$ cat src/rtl/fetch_exec_controller.sv
// Four-phase fetch/execute sequencer: T1 loads MAR, T2 bumps PC, T3 loads IR,
// T4 decodes the instruction into W-register / branch strobes.
module fetch_exec_controller #(
   parameter int PC_WIDTH = 11,
   parameter int IR_WIDTH = 14
) (
   input  logic                clk,
   input  logic                reset,
   input  logic                stall,
   input  logic [IR_WIDTH-1:0] ir_in,
   output logic                load_mar,
   output logic                load_pc,
   output logic                pc_sel,
   output logic                load_ir,
   output logic                load_w,
   output logic [2:0]          alu_op,
   output logic [2:0]          state,
   output logic                halted,
   output logic [15:0]         instr_count
);

   typedef enum logic [2:0] {
      T0_INIT = 3'd0,
      T1      = 3'd1,
      T2      = 3'd2,
      T3      = 3'd3,
      T4      = 3'd4,
      HALT    = 3'd5
   } state_e;

   // The GOTO target is taken from the low bits below the 3-bit opcode field.
   if (PC_WIDTH > IR_WIDTH - 3) begin : g_pc_width_check
      $error("PC_WIDTH does not fit below the GOTO opcode field");
   end

   state_e      state_q, state_d;
   logic [15:0] instr_count_q, instr_count_d;

   always_ff @(posedge clk) begin
      if (reset) begin
         state_q       <= T0_INIT;
         instr_count_q <= 16'd0;
      end else begin
         state_q       <= state_d;
         instr_count_q <= instr_count_d;
      end
   end

   always_comb begin
      state_d       = state_q;
      instr_count_d = instr_count_q;
      load_mar      = 1'b0;
      load_pc       = 1'b0;
      pc_sel        = 1'b0;
      load_ir       = 1'b0;
      load_w        = 1'b0;
      alu_op        = 3'd0;
      // Reset and stall both suppress every strobe and freeze the sequencer.
      if (!reset && !stall) begin
         case (state_q)
            T0_INIT: state_d = T1;
            T1: begin
               load_mar = 1'b1;
               state_d  = T2;
            end
            T2: begin
               load_pc = 1'b1;
               state_d = T3;
            end
            T3: begin
               load_ir = 1'b1;
               state_d = T4;
            end
            T4: begin
               state_d       = T1;
               instr_count_d = instr_count_q + 16'd1;
               casez (ir_in[13:8])
                  6'b1100??: begin load_w = 1'b1; alu_op = 3'd0; end
                  6'b11111?: begin load_w = 1'b1; alu_op = 3'd1; end
                  6'b11110?: begin load_w = 1'b1; alu_op = 3'd2; end
                  6'b111001: begin load_w = 1'b1; alu_op = 3'd3; end
                  6'b111000: begin load_w = 1'b1; alu_op = 3'd4; end
                  6'b111010: begin load_w = 1'b1; alu_op = 3'd5; end
                  6'b101???: begin load_pc = 1'b1; pc_sel = 1'b1; end
                  default: begin
                     // Only the all-zero word is a NOP; anything else here is illegal.
                     if (ir_in != '0) begin
                        state_d       = HALT;
                        instr_count_d = instr_count_q;
                     end
                  end
               endcase
            end
            default: state_d = HALT;
         endcase
      end
   end

   assign state       = state_q;
   assign halted      = (state_q == HALT);
   assign instr_count = instr_count_q;

endmodule
$ cat config.mk
export PLATFORM = sky130hd
export DESIGN_NAME = fetch_exec_controller
export DESIGN_NICKNAME = d
export VERILOG_FILES = /design/src/rtl/fetch_exec_controller.sv
export SDC_FILE = /design/constraint.sdc
export NUM_CORES = 1
export LEC_CHECK = 0
export ABC_CLOCK_PERIOD_IN_PS = 2800
export BUFFER_PORTS_ARGS = -buffer_cell sky130_fd_sc_hd__buf_4
export CORE_ASPECT_RATIO = 1.1
export CORE_MARGIN = 4
export CORE_UTILIZATION = 50
export CTS_BUF_LIST = sky130_fd_sc_hd__clkbuf_4
export DETAILED_ROUTE_END_ITERATION = 16
export PLACE_DENSITY = 0.84
export RECOVER_POWER = 50
export SLEW_MARGIN = 20
export SYNTH_ARGS = -nofsm -noshare
export SYNTH_HDL_FRONTEND = slang
export SYNTH_SLANG_ARGS = --single-unit
$ cat constraint.sdc
create_clock -name clk -period 2.8 [get_ports clk]
set_input_delay 0.28 -clock clk [delete_from_list [all_inputs] [get_ports clk]]
set_output_delay 0.28 -clock clk [all_outputs]
set_load 0.01 [all_outputs]
Word-level counts from Yosys, hierarchy flattened
Cells that the tools add are included.

word-level totals
  bits in registers = 19
  bits of input ports = 17
  output and inout bits = 28
  logic and storage cells = 44

cells by class
  add/subtract/negate cells = 1
  equal/unequal tests = 13
  multiplexer cells = 20
  reductions and logical operators = 8

operators by type and width
  kind                                            count
  2-to-1 mux 16 bit                               2
  case mux 3 bit (5 select lines)                 2
  == test 6 bit (second input constant)           3
  adder 16 x 1 -> 16 bit (second input constant)  1
  nonzero test 14 bit                             1
  2-to-1 mux 3 bit                                4
  2-to-1 mux 1 bit                                11
  == test 5 bit (second input constant)           2
  == test 3 bit (second input constant)           3
  OR reduction 7 bit                              1
  == test 3 x 2 -> 1 bit (second input constant)  2
  OR reduction 6 bit                              1
  == test 4 bit (second input constant)           1
  == test 3 x 1 -> 1 bit (second input constant)  1
  logical NOT 3 bit                               1
  AND reduction 3 bit                             1
  logical NOT 1 bit                               2
  inequality test 2 bit (second input constant)   1
  case mux 1 bit (2 select lines)                 1
  logical AND 1 bit                               1

Longest topological paths before layout
Gate-level depths: netlist of run 1.

  depth in word-level cells = 5
  gate-level depth with buffers = 6
  mapped depth without buffers = 6

Least setup slack after synthesis of run 1
OpenSTA, ideal clock, no wires.

  path type = reg2out
  start = register state_q[1] (netlist: state[1])
  end = output port alu_op[1]
  arrival time = 1390 ps
  data required time = 2520 ps
  setup slack = 1130 ps
  stages on the path, launching flop included = 5
  buffers on the path = 0
  cells stage by stage = dfxtp_1 nor4b_4 and2_4 nand4_1 nor3_1

between the ends
  cells in the longest elaborated chain, start to end = 3

RTL lines
  item                    RTL line  RTL
  start, declared         36        state_e state_q, state_d;
  start signal, assigned  44        state_q <= state_d;
  == test 3 bit           60        case (state_q)
  2-to-1 mux 3 bit        60
  2-to-1 mux 3 bit        59        if (!reset && !stall) begin
  end, declared           16        output logic [2:0] alu_op,

No other way between the ends.

Worst setup path after layout of run 1
Ends and elaborated chain as after synthesis.

==> results.sh, run 1 <==
export IMPL_regArea_um2=380
export IMPL_dieArea_um2=3130
export IMPL_netlist_instances=130
export IMPL_clock_path_buffers=2
export IMPL_cp_start_kind="register"
export IMPL_coreArea_um2=2110
export IMPL_fin_skew_ns=0.000581
export IMPL_grt_pass1_wl_mm=4.80
export IMPL_clk_pin_slew_ns=0.11
export IMPL_worstReg2RegStart="state[1]"
export IMPL_setup_slack_ns=0.644
export IMPL_ys_types=41
export IMPL_wl_mm=2.87
export IMPL_multi_input_area_um2=727
export IMPL_dp_hpwl_mm=2.21
export IMPL_yosysWarnings=0
export IMPL_outcome="complete, no violations"
export IMPL_drive_gt1_frac=0.246
export IMPL_firstDrtPassIters=4
export IMPL_drv_slew=0
export IMPL_grt_usage=0.201
export IMPL_vias=1159
export IMPL_die_w_um=53.8
export IMPL_max_freq_ghz=0.464
export IMPL_fin_util=0.687
export IMPL_placed_area_um2=1500
export IMPL_grt_pass1_vias=1109
export IMPL_rsz0062_at_grt="no"
export IMPL_finalInstanceArea_um2=1450
export IMPL_post_cts_buffers=0
export IMPL_antenna_found_initial=0
export IMPL_cp_required_ns=2.52
export IMPL_endpoint_kind="output port"
export IMPL_grt_overflow_total=0
export IMPL_gp_routability_congestion=0.708
export IMPL_ant_nets=0
export IMPL_insertion_delay_ns=0.31
export IMPL_worstReg2RegEnd="instr_count[12]"
export IMPL_layout_nets=194
export IMPL_drc=0
export IMPL_hold_ws_ns=0.230
export IMPL_power_leakage_nw=0.529
export IMPL_wl_per_cell_um=14.2
export IMPL_holdPathStages=2
export IMPL_final_setup_tns_ns=0
export IMPL_antenna_cells=0
export IMPL_floorplan_initialDensity=0.547
export IMPL_path_class="register to output port"
export IMPL_cap_violations=0
export IMPL_holdPathEnd="state[0]"
export IMPL_final_setup_viol_count=0
export IMPL_vdd_drop_max_mv=0.298
export IMPL_worst_pin_slew_ns=0.491
export IMPL_powerDensity_nw_per_um2=333
export IMPL_rows=17
export IMPL_mostFrequentLayoutCells="buf_4, dfxtp_1, clkbuf_1"
export IMPL_min_delay_start="stall"
export IMPL_syn_area_per_cell_um2=8.85
export IMPL_hold_viol=0
export IMPL_clock_sinks=19
export IMPL_synth_area_um2=1150
export IMPL_die_h_um=58.3
export IMPL_vias_per_cell=5.71
export IMPL_area_growth_pct=25.8
export IMPL_io_pin_count=45
export IMPL_cts_resized=0
export IMPL_cts_inserted_buffers=3
export IMPL_cts_hold_buffers=0
export IMPL_min_period_over_period=0.770
export IMPL_period_minus_slack_ns=2.16
export IMPL_htree_num_levels=1
export IMPL_synth_nets=148
export IMPL_root_buffer="clkbuf_4"
export IMPL_path_max_fanout=9
export IMPL_synth_ff_latch_count=19
export IMPL_ys_seq_area_frac=0.330
export IMPL_r2r_slack_ns=0.98
export IMPL_hold_path_class="input port to register"
export IMPL_portBuffers=44
export IMPL_r2r_cells=5
export IMPL_cts_tree="yes"
export IMPL_arrival_ns=1.88
export IMPL_drt_iter0_drc=11
export IMPL_place_ws_ns=0.924
export IMPL_slew_headroom=0.673
export IMPL_grt_max_degree=24
export IMPL_final_common_cell="buf_4"
export IMPL_fillers=198
Yosys cell counts, drive strengths merged:
cell / count / area (µm²)
a2111oi: 3 / 38.8
a211oi: 4 / 30.0
a21oi: 9 / 45.0
a31o: 2 / 17.5
and2: 1 / 8.76
and3: 5 / 31.3
and4: 3 / 27.5
and4b: 1 / 10.0
buf: 2 / 15.0
clkbuf: 1 / 3.75
clkinv: 1 / 3.75
dfxtp: 19 / 380
ha: 1 / 12.5
inv: 4 / 15.0
mux2: 1 / 11.3
mux2i: 3 / 30.0
nand2: 7 / 26.3
nand2b: 2 / 12.5
nand3: 7 / 35.0
nand3b: 1 / 7.51
nand4: 4 / 31.3
nor2: 14 / 52.6
nor2b: 3 / 18.8
nor3: 4 / 20.0
nor3b: 1 / 7.51
nor4: 4 / 52.6
nor4b: 1 / 23.8
o2111a: 1 / 11.3
o2111ai: 1 / 15.0
o21ai: 5 / 25.0
o221a: 1 / 11.3
o221ai: 1 / 15.0
or3: 3 / 18.8
or4: 1 / 7.51
xnor2: 9 / 78.8
how the worst max path moves through the flow:
stage,slack [ns],from,cells past startpoint,end
floorplan,1.13,state[1],4,alu_op[1]
global placement,0.91,ir_in[1],5,instr_count[8]
detailed placement,0.92,ir_in[1],5,instr_count[8]
CTS,0.65,state[1],5,alu_op[1]
global route,0.51,state[2],5,alu_op[1]
finish,0.64,state[1],5,alu_op[1]
kinds of logic after synthesis:
kind of cell | after synthesis | share of synthesized area
flops | 19 | 0.330
compound gates | 27 | 0.182
fa+ha+maj | 1 | 0.0109
simple gates | 62 | 0.340
xor+xnor | 9 | 0.0685
mux | 4 | 0.0359
buf+inv | 8 | 0.0326
state kept, by name (all words and copies together), names as in the netlist:
name / cells
instr_count: 16
state: 3
where the power goes:
group	total [mW]	switching [mW]	internal (mW)
clock	0.144	0.0908	0.0534
sequential	0.277	0.00412	0.272
combinational	0.0608	0.0338	0.0270
total	0.482	0.129	0.353
stage by stage:
stage	power [mW]	cells
finish	0.482	203
global route	0.503	203
CTS	0.486	203
detailed placement	0.345	199
global placement	0.343	199
floorplan	0.311	130
critical path, stage by stage, from the launching register on:
cell,delay [ns]
dfxtp_1,0.42
nor4b_4,0.39
and2_4,0.23
nand4_1,0.15
nor3_1,0.21
buf_4,0.15
cell type report:
class / instances / area share
multi-input cells: 103 / 0.502
clock buffers: 3 / 0.0156
flip-flops and latches: 19 / 0.263
clock inverters: 1 / 0.00346
inverters: 5 / 0.0130
well taps: 28 / 0.0242
repair buffers: 44 / 0.179
layer usage:
metal | up-vias | global-route usage | part of all wire | routed length [µm]
met5 | - | 0 | 0 | 0
met1 | 545 | 0.245 | 0.40 | 1160
met4 | 0 | 0.0657 | 0.016 | 45
met3 | 5 | 0.0329 | 0.069 | 197
li1 | 576 | - | - | -
met2 | 33 | 0.351 | 0.51 | 1470
(Power assumes the default switching activity.)
==> run 2, diff against run 1 <==
--- a/config.mk
+++ b/config.mk
@@ -5,7 +5,7 @@
 export SDC_FILE = /design/constraint.sdc
 export NUM_CORES = 1
 export LEC_CHECK = 0
-export ABC_CLOCK_PERIOD_IN_PS = 2800
+export ABC_CLOCK_PERIOD_IN_PS = 2200
 export BUFFER_PORTS_ARGS = -buffer_cell sky130_fd_sc_hd__buf_4
 export CORE_ASPECT_RATIO = 1.1
 export CORE_MARGIN = 4
==> constraint.sdc (replaced) <==
create_clock -name clk -period 2.2 [get_ports clk]
set_input_delay 0.22 -clock clk [delete_from_list [all_inputs] [get_ports clk]]
set_output_delay 0.22 -clock clk [all_outputs]
set_load 0.01 [all_outputs]
==> results.sh, run 2 (same netlist as run 1, synthesis figures left out) <==
export IMPL_dp_hpwl_mm=2.24
export IMPL_gr_usage_met3=0.0354
export IMPL_cts_tree="yes"
export IMPL_arrival_ns=1.81
export IMPL_area_growth_pct=25.7
export IMPL_endpoint_kind="output port"
export IMPL_grt_pass1_wl_mm=4.93
export IMPL_cp_start_kind="register"
export IMPL_rows=17
export IMPL_place_ws_ns=0.313
export IMPL_clock_sinks=19
export IMPL_finalInstanceArea_um2=1450
export IMPL_vias_per_cell=5.88
export IMPL_ant_nets=0
export IMPL_final_common_cell="buf_4"
export IMPL_wl_per_cell_um=14.3
export IMPL_hold_path_class="input port to register"
export IMPL_worst_pin_slew_ns=0.518
export IMPL_met2_usage=0.353
export IMPL_mostFrequentLayoutCells="buf_4, clkbuf_1, dfxtp_1"
export IMPL_vdd_drop_max_mv=0.370
export IMPL_grt_max_degree=24
export IMPL_crit_slowest_cell="dfxtp_1"
export IMPL_io_pin_count=45
export IMPL_setup_slack_ns=0.174
export IMPL_period_minus_slack_ns=2.03
export IMPL_placed_area_um2=1500
export IMPL_clk_pin_slew_ns=0.10
export IMPL_path_delay_family="simple AND/OR/NAND/NOR gates"
export IMPL_cts_resized=0
export IMPL_hold_ws_ns=0.173
export IMPL_path_max_fanout=8
export IMPL_grt_usage=0.206
export IMPL_power_mw=0.621
export IMPL_grt_overflow_total=0
export IMPL_fin_skew_ns=0.00321
export IMPL_coreArea_um2=2110
export IMPL_vias=1193
export IMPL_grt_util_met1=0.251
export IMPL_antenna_cells=0
export IMPL_layout_nets=194
export IMPL_rsz0062_at_grt="no"
export IMPL_firstDrtPassIters=4
export IMPL_max_freq_ghz=0.494
export IMPL_worstPathCellList="nor4b_4 -> and2_4 -> nand4_1 -> nor3_1 -> buf_4"
export IMPL_portBuffers=44
export IMPL_cts_hold_buffers=0
export IMPL_gp_routability_congestion=0.731
export IMPL_final_cells=203
export IMPL_drc=0
export IMPL_grt_pass1_vias=1144
export IMPL_crit_buf_inv=1
export IMPL_slew_headroom=0.655
export IMPL_die_w_um=53.8
export IMPL_drt_iter0_drc=27
export IMPL_insertion_delay_ns=0.30
export IMPL_powerDensity_nw_per_um2=429
export IMPL_floorplan_initialDensity=0.547
export IMPL_clock_path_buffers=2
export IMPL_largest_reg_flops=16
export IMPL_min_period_over_period=0.921
export IMPL_dieArea_um2=3130
export IMPL_die_h_um=58.3
export IMPL_post_cts_buffers=0
export IMPL_fin_util=0.687
export IMPL_dp_cells=199
export IMPL_critPathMaxStageDelay_ns=0.47
export IMPL_fillers=193
export IMPL_hold_viol=0
export IMPL_root_buffer="clkbuf_4"
export IMPL_final_setup_tns_ns=0
export IMPL_path_class="register to output port"
export IMPL_cp_required_ns=1.98
export IMPL_drive_gt1_frac=0.240
export IMPL_grt_busiest_layer="met2"
export IMPL_antenna_found_initial=0
export IMPL_drv_slew=0
export IMPL_cts_inserted_buffers=3
export IMPL_final_setup_viol_count=0
export IMPL_power_leakage_nw=0.525
export IMPL_cap_violations=0
export IMPL_wl_mm=2.91
export IMPL_outcome="complete, no violations"
export IMPL_htree_num_levels=1
[run 2: cell types whose count changed in the layout (fill, tap and decap cells not counted), sizes merged]
cell,before,now
buf,25,24
clkinv,2,1
clkbuf,22,24
[run 2: layout make-up]
class,instances,area [µm²],area share
timing repair buffer,44,255,0.176
clock buffer,4,30.0,0.0208
sequential,19,380,0.263
multi-input combinational,103,727,0.503
inverter,5,18.8,0.0130
tap,28,35.0,0.0242
[run 2: path summary, 6_finish.rpt]
| check | end | slack (ns) | startpoint | cells after the start |
|---|---|---|---|---|
| hold reg to reg | instr_count[5] | 0.51 | instr_count[5] | 1 |
| hold / removal | state[0] | 0.17 | stall | 2 |
| setup / recovery | alu_op[1] | 0.17 | state[2] | 5 |
| setup reg to reg | instr_count[12] | 0.43 | state[2] | 5 |
[run 2: metal layers]
layer	share of wire	routed length [µm]
met1	0.42	1210
met2	0.50	1450
met3	0.070	205
met4	0.015	43
met5	0	0
[run 2: power by group]
group | internal [mW] | switching (mW) | leakage [nW]
logic | 0.0342 | 0.0431 | 0.354
registers | 0.347 | 0.00506 | 0.153
clock network | 0.0831 | 0.109 | 0.0184
==> run 3, diff against run 2 <==
--- a/config.mk
+++ b/config.mk
@@ -8,9 +8,9 @@
 export ABC_CLOCK_PERIOD_IN_PS = 2200
 export BUFFER_PORTS_ARGS = -buffer_cell sky130_fd_sc_hd__buf_4
 export CORE_ASPECT_RATIO = 1.1
-export CORE_MARGIN = 4
 export CORE_UTILIZATION = 50
 export CTS_BUF_LIST = sky130_fd_sc_hd__clkbuf_4
+export CTS_CLUSTER_SIZE = 25
 export DETAILED_ROUTE_END_ITERATION = 16
 export PLACE_DENSITY = 0.84
 export RECOVER_POWER = 50
==> results.sh, run 3 (same netlist as run 1, synthesis figures left out) <==
export IMPL_cts_tree="yes"
export IMPL_grt_pass1_wl_mm=4.20
export IMPL_crit_slowest_cell="dfxtp_1"
export IMPL_worst_pin_slew_ns=0.546
export IMPL_grt_overflow_total=0
export IMPL_arrival_ns=1.83
export IMPL_grt_max_degree=24
export IMPL_clkPwrFrac=0.291
export IMPL_rsz0062_at_grt="no"
export IMPL_area_growth_pct=25.2
export IMPL_vias_per_cell=5.86
export IMPL_portBuffers=44
export IMPL_clk_pin_slew_ns=0.10
export IMPL_outcome="complete, no violations"
export IMPL_vias=1189
export IMPL_intPower_mw=0.448
export IMPL_cts_inserted_buffers=3
export IMPL_final_cells=203
export IMPL_met2_usage=0.414
export IMPL_hold_viol=0
export IMPL_p_switching_mw=0.155
export IMPL_drive_gt1_frac=0.240
export IMPL_die_w_um=47.8
export IMPL_dp_hpwl_mm=2.19
export IMPL_worstPathCellList="nor4b_4 -> and2_4 -> nand4_1 -> nor3_1 -> buf_4"
export IMPL_swShare=0.257
export IMPL_insertion_delay_ns=0.30
export IMPL_post_cts_buffers=0
export IMPL_io_pin_count=45
export IMPL_min_period_over_period=0.930
export IMPL_cp_start_kind="register"
export IMPL_dp_cells=199
export IMPL_power_mw=0.604
export IMPL_wl_per_cell_um=14.0
export IMPL_floorplan_initialDensity=0.552
export IMPL_clock_path_buffers=2
export IMPL_dieArea_um2=2500
export IMPL_path_class="register to output port"
export IMPL_period_minus_slack_ns=2.05
export IMPL_grt_pass1_vias=984
export IMPL_ant_nets=0
export IMPL_htree_num_levels=1
export IMPL_path_max_fanout=9
export IMPL_power_leakage_nw=0.529
export IMPL_final_setup_tns_ns=0
export IMPL_gr_usage_met3=0.0207
export IMPL_final_common_cell="buf_4"
export IMPL_cts_hold_buffers=0
export IMPL_cts_resized=0
export IMPL_grt_busiest_layer="met2"
export IMPL_fillers=202
export IMPL_endpoint_kind="output port"
export IMPL_mostFrequentLayoutCells="buf_4, dfxtp_1, clkbuf_1"
export IMPL_antenna_cells=0
export IMPL_fin_util=0.691
export IMPL_firstDrtPassIters=4
export IMPL_drv_slew=0
export IMPL_drt_iter0_drc=39
export IMPL_setup_slack_ns=0.154
export IMPL_vdd_drop_max_mv=0.376
export IMPL_hold_path_class="input port to register"
export IMPL_coreArea_um2=2080
export IMPL_slew_headroom=0.636
export IMPL_comb_power_share=0.126
export IMPL_critPathMaxStageDelay_ns=0.42
export IMPL_fin_skew_ns=0.00913
export IMPL_root_buffer="clkbuf_4"
export IMPL_cp_required_ns=1.98
export IMPL_grt_usage=0.233
export IMPL_cap_violations=0
export IMPL_drc=0
export IMPL_p_seq_frac=0.583
export IMPL_final_setup_viol_count=0
export IMPL_powerDensity_nw_per_um2=419
export IMPL_rows=17
export IMPL_max_freq_ghz=0.489
export IMPL_clock_sinks=19
export IMPL_largest_reg_flops=16
export IMPL_layout_nets=194
export IMPL_gp_routability_congestion=0.768
export IMPL_antenna_found_initial=0
export IMPL_wl_mm=2.84
export IMPL_grt_util_met1=0.274
export IMPL_place_ws_ns=0.356
export IMPL_die_h_um=52.3
## run 3: through the flow
step | cell area, µm² | hold slack [ns]
final | 1440 | 0.182
after global routing | 1440 | 0.190
after CTS | 1530 | 0.173
after detailed placement | 1500 | 0.485
after global placement | 1500 | 0.478
after floorplan | 1150 | 0.324
## run 3: area by class of cell
cell class,instances,area (µm²),area share
timing repair buffer,44,259,0.180
clock inverter,1,5.00,0.00347
clock buffer,3,22.5,0.0156
multi-input combinational,103,721,0.500
sequential,19,380,0.264
inverter,5,18.8,0.0130
tap,28,35.0,0.0243
## run 3: path summary, 6_finish.rpt
| check | from | endpoint | slack, ns | cells past startpoint |
|---|---|---|---|---|
| max reg2reg | state[1] | instr_count[14] | 0.40 | 5 |
| min | stall | state[0] | 0.18 | 2 |
| min reg2reg | instr_count[2] | instr_count[2] | 0.51 | 1 |
| max | state[1] | alu_op[1] | 0.15 | 5 |
## run 3: layer usage
layer | routed length, µm | vias up | share of wire
li1 | - | 584 | -
met4 | 17 | 0 | 0.0060
met1 | 1170 | 566 | 0.41
met3 | 152 | 2 | 0.054
met5 | 0 | - | 0
met2 | 1500 | 37 | 0.53
## run 3: power by group through the flow
stage	logic (mW)	registers [mW]	clock network [mW]
2_1_floorplan	0.0353	0.360	0
3_3_place_gp	0.0762	0.359	0
3_5_place_dp	0.0795	0.360	0
4_1_cts	0.0796	0.352	0.181
5_1_grt	0.0821	0.352	0.191
6_report	0.0763	0.352	0.176
## run 3: worst max-delay path, delay by kind of cell, from the launching register on
kind                   cells  cell delay [ns]
buffers and inverters      1             0.15
and+or+nand+nor            4             0.96
DFF                        1             0.42
